`config.mk`:
```
export PLATFORM = sky130hd
export DESIGN_NAME = wb_arbiter
export DESIGN_NICKNAME = d
export VERILOG_FILES = /design/src/rtl/wb_pkg.sv /design/src/rtl/wb_fifo.sv /design/src/rtl/wb_arbiter.sv
export SDC_FILE = /design/constraint.sdc
export NUM_CORES = 1
export LEC_CHECK = 0
export CORE_AREA = 8 8 110 213
export DETAILED_ROUTE_END_ITERATION = 6
export DIE_AREA = 0 0 118 221
export PLACE_DENSITY_LB_ADDON = 0.12
export SETUP_SLACK_MARGIN = 0.2
export SLEW_MARGIN = 0
export SYNTH_ARGS = -nofsm -noshare
export SYNTH_HDL_FRONTEND = slang
export SYNTH_HIERARCHICAL = 1
export SYNTH_SLANG_ARGS = --single-unit
```
`constraint.sdc`:
```
create_clock -name clk -period 5.7 [get_ports clk]
set_input_delay 1.14 -clock clk [delete_from_list [all_inputs] [get_ports clk]]
set_output_delay 1.14 -clock clk [all_outputs]
set_load 0.1 [all_outputs]
```
`src/rtl/wb_pkg.sv`:
```
// Shared types and default sizing for the writeback arbiter.
package wb_pkg;

  localparam int unsigned DEF_LENGTH     = 32;
  localparam int unsigned DEF_NREGS      = 8;
  localparam int unsigned DEF_SEL_BITS   = $clog2(DEF_NREGS);
  localparam int unsigned DEF_FIFO_DEPTH = 4;

  typedef logic [DEF_SEL_BITS-1:0] reg_addr_t;

  typedef struct packed {
    reg_addr_t             addr;
    logic [DEF_LENGTH-1:0] data;
  } wb_req_t;

  // Which producer drives the register file write this cycle.
  typedef enum logic [1:0] {
    SRC_NONE,
    SRC_MEM,
    SRC_FIFO,
    SRC_ALU
  } wb_src_t;

endpackage

```
`src/rtl/wb_fifo.sv`:
```
// Small in-order buffer for ALU results that lose arbitration to memory.
// DEPTH must be a power of two so the pointers wrap naturally.
module wb_fifo #(
  parameter int unsigned WIDTH = 8,
  parameter int unsigned DEPTH = 4,
  localparam int unsigned PTR_BITS = $clog2(DEPTH),
  localparam int unsigned CNT_BITS = PTR_BITS + 1
) (
  input  logic                clk,
  input  logic                reset,
  input  logic                push,
  input  logic                pop,
  input  logic [WIDTH-1:0]    din,
  output logic [WIDTH-1:0]    dout,
  output logic [CNT_BITS-1:0] count,
  output logic                full,
  output logic                empty
);

  logic [WIDTH-1:0]    mem_q [DEPTH];
  logic [PTR_BITS-1:0] wr_ptr_q, wr_ptr_d;
  logic [PTR_BITS-1:0] rd_ptr_q, rd_ptr_d;
  logic [CNT_BITS-1:0] count_q, count_d;
  logic                do_push, do_pop;

  assign full    = (count_q == CNT_BITS'(DEPTH));
  assign empty   = (count_q == '0);
  assign count   = count_q;
  assign dout    = mem_q[rd_ptr_q];
  assign do_push = push & ~full;
  assign do_pop  = pop & ~empty;

  // Pointer and occupancy next-state; push+pop together keeps the count.
  always_comb begin
    wr_ptr_d = wr_ptr_q;
    rd_ptr_d = rd_ptr_q;
    count_d  = count_q;
    if (do_push) wr_ptr_d = wr_ptr_q + PTR_BITS'(1);
    if (do_pop)  rd_ptr_d = rd_ptr_q + PTR_BITS'(1);
    unique case ({do_push, do_pop})
      2'b10:   count_d = count_q + CNT_BITS'(1);
      2'b01:   count_d = count_q - CNT_BITS'(1);
      default: count_d = count_q;
    endcase
  end

  // Control state; reset discards any buffered entries.
  always_ff @(posedge clk or negedge reset) begin
    if (!reset) begin
      wr_ptr_q <= '0;
      rd_ptr_q <= '0;
      count_q  <= '0;
    end else begin
      wr_ptr_q <= wr_ptr_d;
      rd_ptr_q <= rd_ptr_d;
      count_q  <= count_d;
    end
  end

  // Storage needs no reset: stale entries are unreachable once pointers clear.
  always_ff @(posedge clk) begin
    if (do_push) mem_q[wr_ptr_q] <= din;
  end

endmodule

```
`src/rtl/wb_arbiter.sv`:
```
// Writeback arbiter: merges memory and ALU results onto the single register
// file write port. Memory always wins; displaced ALU results queue in order.
// Also tracks which registers have a write pending for hazard stalls.
module wb_arbiter
  import wb_pkg::*;
#(
  parameter int unsigned LENGTH     = DEF_LENGTH,
  parameter int unsigned NREGS      = DEF_NREGS,
  parameter int unsigned SEL_BITS   = $clog2(NREGS),
  parameter int unsigned FIFO_DEPTH = DEF_FIFO_DEPTH,
  localparam int unsigned CNT_BITS  = $clog2(FIFO_DEPTH) + 1
) (
  input  logic                clk,
  input  logic                reset,
  input  logic                alu_valid,
  output logic                alu_ready,
  input  logic [SEL_BITS-1:0] alu_addr,
  input  logic [LENGTH-1:0]   alu_data,
  input  logic                mem_valid,
  input  logic [SEL_BITS-1:0] mem_addr,
  input  logic [LENGTH-1:0]   mem_data,
  input  logic                issue_valid,
  input  logic [SEL_BITS-1:0] issue_addr,
  output logic                rf_wr,
  output logic [SEL_BITS-1:0] rf_addr_d,
  output logic [LENGTH-1:0]   rf_data_in,
  output logic [NREGS-1:0]    busy_mask,
  output logic [CNT_BITS-1:0] fifo_count
);

  typedef struct packed {
    logic [SEL_BITS-1:0] addr;
    logic [LENGTH-1:0]   data;
  } req_t;

  localparam int unsigned REQ_W = $bits(req_t);

  req_t    alu_req, mem_req, fifo_dout, sel_req;
  wb_src_t src;
  logic    alu_fire;
  logic    fifo_push, fifo_pop, fifo_full, fifo_empty;

  logic                wr_en_q, wr_en_d;
  logic [SEL_BITS-1:0] wr_addr_q, wr_addr_d;
  logic [LENGTH-1:0]   wr_data_q, wr_data_d;
  logic [NREGS-1:0]    busy_q, busy_d;

  // Acceptance depends on occupancy only: a full buffer refuses even if it
  // drains this cycle, keeping alu_ready free of any path from mem_valid.
  assign alu_ready = ~fifo_full;
  assign alu_fire  = alu_valid & alu_ready;
  assign alu_req   = '{addr: alu_addr, data: alu_data};
  assign mem_req   = '{addr: mem_addr, data: mem_data};

  wb_fifo #(
    .WIDTH (REQ_W),
    .DEPTH (FIFO_DEPTH)
  ) u_fifo (
    .clk   (clk),
    .reset (reset),
    .push  (fifo_push),
    .pop   (fifo_pop),
    .din   (alu_req),
    .dout  (fifo_dout),
    .count (fifo_count),
    .full  (fifo_full),
    .empty (fifo_empty)
  );

  // Source selection: memory, then buffered ALU, then ALU bypass.
  always_comb begin
    src       = SRC_NONE;
    sel_req   = '0;
    fifo_push = 1'b0;
    fifo_pop  = 1'b0;
    if (mem_valid) begin
      src       = SRC_MEM;
      sel_req   = mem_req;
      fifo_push = alu_fire;
    end else if (!fifo_empty) begin
      src       = SRC_FIFO;
      sel_req   = fifo_dout;
      fifo_pop  = 1'b1;
      fifo_push = alu_fire;
    end else if (alu_fire) begin
      // Empty buffer: skip it so an idle pipe writes back with no extra cycle.
      src       = SRC_ALU;
      sel_req   = alu_req;
    end
  end

  // Output register next-state; address and data hold when nothing is chosen.
  always_comb begin
    wr_en_d   = (src != SRC_NONE);
    wr_addr_d = wr_addr_q;
    wr_data_d = wr_data_q;
    if (src != SRC_NONE) begin
      wr_addr_d = sel_req.addr;
      wr_data_d = sel_req.data;
    end
  end

  // Pending-write scoreboard: clear on the write leaving the output register,
  // then set on issue so a same-register collision leaves the bit set.
  always_comb begin
    busy_d = busy_q;
    if (wr_en_q)     busy_d[wr_addr_q]  = 1'b0;
    if (issue_valid) busy_d[issue_addr] = 1'b1;
  end

  // State registers.
  always_ff @(posedge clk or negedge reset) begin
    if (!reset) begin
      wr_en_q   <= 1'b0;
      wr_addr_q <= '0;
      wr_data_q <= '0;
      busy_q    <= '0;
    end else begin
      wr_en_q   <= wr_en_d;
      wr_addr_q <= wr_addr_d;
      wr_data_q <= wr_data_d;
      busy_q    <= busy_d;
    end
  end

  assign rf_wr      = wr_en_q;
  assign rf_addr_d  = wr_addr_q;
  assign rf_data_in = wr_data_q;
  assign busy_mask  = busy_q;

endmodule
```
Word-level counts from Yosys, hierarchy flattened
Memories as Yosys holds them, arrays and structs flattened. Index checks and enable logic that the tools add are counted.

Bits of input ports: 78. Bits in writable memories: 140. Bits in registers: 51. Memories kept: 1. Output and inout bits: 48.

Memory list: u_fifo.mem_q (depth 4, bits a word 35, read ports 1, clocked after Yosys merged registers in 0, write ports 1, RTL line wb_fifo.sv:20) `logic [WIDTH-1:0] mem_q [DEPTH];`.

Bitwise gates (word level): 8. Equality and inequality tests: 3. $add $sub $neg: 4. Order comparisons: 4. Multiplexer cells: 19. Reduce and logical (&&, ||, !) cells: 5.

Operators by type and width (number): $mux 35 (3); $mux 8 (2); $and 8x8->8 (1); $lt 3x4->1 const B (2); $mux 1 (8); $not 8->8 (1); $or 8x8->8 (1); $demux 1 s3 (2); $ge 3x1->1 const B (2); $mux 2 (3); $pmux 3 s2 (1); $add 2x1->2 const B (2); $reduce_bool 2->1 (2); $add 3x1->3 const B (1); $and 1x1->1 (3); $eq 3x3->1 const B (1); $logic_not 3->1 (1); $sub 3x1->3 const B (1); $eq 2x1->1 const B (1); $eq 2x2->1 const B (1); $logic_and 1x1->1 (2); $not 1->1 (2).

Depth between registers and ports, before layout
Depth after elaboration: 9. Gate-level depth with buffers: 14. Depth with buffers taken out: 11.

Modules after synthesis
The synthesis kept the hierarchy.

By module, submodules not included: wb_fifo (cells an instance 220, times used 1, sequential area each 4379.2 um^2, area an instance 5531.6 um^2); wb_arbiter (cells an instance 237, times used 1, sequential area each 1101.1 um^2, area an instance 2623.8 um^2).

Worst setup path after synthesis
No wires, ideal clock.

Path type: flip-flop to flip-flop. From: register u_fifo.count_q[0], in the netlist u_fifo/count[0]. To: memory u_fifo/mem_q[0][0] (netlist name) (enable). Cell stages (with the launch flop): 9. Data required time: 5305 ps. Setup time: 395 ps. Slack: 2309 ps. Clock period less this slack: 3391 ps. Arrival: 2996 ps. Buffers on the path: 3. Path through: dfrtp_1 -> nor3_1 -> buf_6 -> nor2b_4 -> buf_6 -> clkbuf_1 -> nor2_1 -> nor2b_2 -> and2_1.

Elaborated cells on any way between the ends: 9. Classes of those cells: eq/ne: 1; mux: 4; bitwise: 3; reduce/logical: 1.

RTL lines: start, declared (RTL line wb_fifo.sv:23) `logic [CNT_BITS-1:0] count_q, count_d;`; start signal, assigned (RTL line wb_fifo.sv:56) `count_q <= count_d;`; $logic_not 3->1 (RTL line wb_fifo.sv:27) `assign empty = (count_q == '0);`; net fifo_empty (RTL line wb_arbiter.sv:41) `logic fifo_push, fifo_pop, fifo_full, fifo_empty;`; $mux 1 (RTL line wb_arbiter.sv:80) `end else if (!fifo_empty) begin`; $mux 1 (RTL line wb_arbiter.sv:76) `if (mem_valid) begin`; net fifo_push (RTL line wb_arbiter.sv:41); $and 1x1->1 (RTL line wb_fifo.sv:30) `assign do_push = push & ~full;`; $mux 1 (RTL line wb_fifo.sv:62) `if (do_push) mem_q[wr_ptr_q] <= din;`; $mux 1 (not written as such) (RTL line wb_fifo.sv:62); end, declared (RTL line wb_fifo.sv:20).

The timed path passes the listed nets, and every way through them passes these cells.

Final worst setup path
From: register u_fifo.count_q[0], in the netlist u_fifo/count[0]. To: output alu_ready.

Cells in the longest elaborated chain, start to end: 2.

RTL lines: $eq 3x3->1 (RTL line wb_fifo.sv:26) `assign full = (count_q == CNT_BITS'(DEPTH));`; net fifo_full (RTL line wb_arbiter.sv:41); $not 1->1 (RTL line wb_arbiter.sv:50) `assign alu_ready = ~fifo_full;`; end, declared (RTL line wb_arbiter.sv:16) `output logic alu_ready,`.

The timed path passes the listed nets, and every way through them passes these cells.

==> metrics.txt <==
outcome=complete, no violations; Min-Delay Path Depth=2; first drt pass iteration count=4; vias in the first global route=4804; CP Class=reg -> out; DR WL/cell=20.66 um; Critical Path Fanout Max=6; Cells after DPL=829; Synth area leaders=edfxtp_1 52%, dfrtp_1 16%, mux4_2 7.7%; Synth warnings=6; synth unique cells=31; CTS clk-pin slew, worst paths=0.07 ns; PwrDens=616.3 nW/um2; area leader, netlist=edfxtp_1; Die ar.=26080 um2; GR Overflow Total=0; Synth Register Bits=191; fin cells=861; CTS tree=yes; hold_sp=rf_data_in[13]; Setup Skew=0.01236 ns; Routed Antenna Nets=0; port bufs=125; layout cell share with drive strength beyond 1=23.99%; Rel. slew slack=31.54%; setup TNS=0 ns; CP Data Required Time=4.56 ns; Hold Crit Class=reg -> reg; post-synthesis cell area=8155 um2; sequential area share after synthesis=67.20%; R2R cell count=6; CTS root buffer=clkbuf_16; Worst setup SP type=flop; DR iter-0 viols=176; crit-path cells=nor3b_2 > inv_1 > clkdlybuf4s50_1; DR vias/cell=5.122; initial core utilization=39.32%; IR drop worst, VDD=0.0004960 V; diode count=0; Synth Net Count=541; DRT Wirelength=17790 um; Final Max Slew Viols=0; CTS Hold Buffers Added=0; fin nets=663; clk buf depth=2; Worst-Skew Late Latency=0.42 ns; number of gates resized after cts=0; Arr. time, crit path=2.31 ns; critical path capture point type=output port; row cnt=75; DR vias=4410; # DRC=0; gr usage total=13.85%; fmax=290.1 MHz; GPL Wtd Cong=0.7232; critical path launch point=u_fifo/count[0]; RSZ-0062 raised after global routing=false; CP peak stage delay=0.98 ns; top-area cell type share of the netlist area=51.55%; die width=118 um; H-tree levels=4; first-pass GRT wire length=27920 um; worst r2r src=u_fifo/count[0]; number of fill cells=1798; CTS sink count=191; max cap viols=0; core area=20740 um2; I/O Pins=126; worst slew pin tran=1.027 ns; Setup-failing EPs final=0; largest net degree at the start of global routing=52; DP HPWL=11020 um; CP max stage cell=clkdlybuf4s50_1; post-CTS setup buffer count=0; Avg Cell Area, Syn=17.85 um2; Post-Syn Instances=457; synthesis-to-finish area growth=24.90%; minimum clock period=3.447 ns; initial antenna violation count=0; final hold vios=0; final worst path period share=60.47%; Die H=221 um; Num CTS Buffers=17; Pleak=0.003577 uW
registers in the layout, summed over array words and instances (netlist names):
signal / flops
u_fifo/rd_ptr_q: 2
u_fifo/mem_q: 140
busy_mask: 8
rf_wr: 1
u_fifo/wr_ptr_q: 2
rf_addr_d: 3
rf_data_in: 32
u_fifo/count: 3
per-stage QoR:
stage                     hold WS (ns)  util [%]  total power, uW  area [um2]  setup WS [ns]
after floorplan                 0.5340         -             4446        8155          2.309
after global placement          0.4823     46.14             5132        9569          2.009
after detailed placement        0.4897     46.14             5147        9569          1.976
after CTS                       0.5069     49.12             6366       10190          2.214
after global routing            0.5323     49.12             6562       10190          2.174
final                           0.4951     49.12             6278       10190          2.253
Yosys cell counts, drive strengths merged:
master / number
mux2i: 36
o21ai: 47
xor2: 3
fa: 1
nor3: 1
o31ai: 4
nor2b: 2
inv: 8
xnor2: 3
clkbuf: 5
nor2: 3
nand2b: 7
nor3b: 1
o31a: 1
buf: 23
dfrtp: 51
mux4: 35
ha: 5
edfxtp: 140
nand2: 5
and2: 5
mux2: 36
nand3: 35
power breakdown:
| part | internal [uW] | total [uW] | leakage, uW | switching, uW |
|---|---|---|---|---|
| clock | 697 | 1210 | 0.000301 | 511 |
| sequential | 1910 | 2130 | 0.00187 | 218 |
| combinational | 958 | 2940 | 0.00140 | 1980 |
| total | 3570 | 6280 | 0.00358 | 2710 |
placed cells by master (no fill, tap or decap), types with 2 or more instances in the layout:
cell and instances:
mux4_2 28, inv_1 8, xor2_1 3, mux2_2 36, nand2_1 5, inv_4 2
clkbuf_1 3, nand2b_1 6, ha_1 5, buf_4 6, dfrtp_2 2, xnor2_1 3
nor2_1 3, clkdlybuf4s50_1 123, dfrtp_1 49, mux2i_1 36, mux4_1 7, buf_2 2
nand3_1 35, edfxtp_1 140, o21ai_2 29, o31ai_1 4, o21ai_0 18, and2_2 4
clkbuf_16 22, inv_6 3
per-layer routing:
metal  vias to the layer above  GRT usage, %  share of wire, %
met5                         -             0                 0
met4                         0         4.243               1.1
met3                        18         3.494               3.8
met2                       108         23.16                51
met1                      2251         17.26                44
li1                       2033             -                 -
final timing paths:
check                                      to  slack, ns
max reg2reg                    rf_data_in[14]       2.78
max                                 alu_ready       2.25
min in group asynchronous       rf_data_in[0]       0.86
min reg2reg                    rf_data_in[13]       0.50
min                            rf_data_in[13]       0.50
max in group asynchronous  u_fifo/rd_ptr_q[0]       4.32
cell families (layout without fill, tap and decap cells):
group / after synthesis / count (layout) / synth area share [%]
muxes: 107 / 107 / 19.38
and+or+nand+nor: 59 / 59 / 3.958
DFF: 191 / 191 / 67.20
buffers and inverters: 36 / 171 / 3.115
adders and majority gates: 6 / 6 / 1.013
AOI/OAI and AO/OA: 52 / 52 / 4.695
xor gates and xnor gates: 6 / 6 / 0.6445
worst max-delay path: cells and delay by family (launching register included):
kind	cells	cell delay, ns
DFF	1	0.47
and+or+nand+nor	1	0.37
buffers and inverters	2	1.05
final cells by class:
type	instances	area, um2	share of cell area [%]
clock buffer	25	561.8	5.515
clock inverter	7	55.05	0.5405
inverter	8	30.03	0.2948
multi-input combinational	230	2434	23.89
sequential	191	5483	53.83
tap	269	336.6	3.304
timing repair buffer	131	1286	12.63
Note: power is estimated with default switching activity, not from simulation.
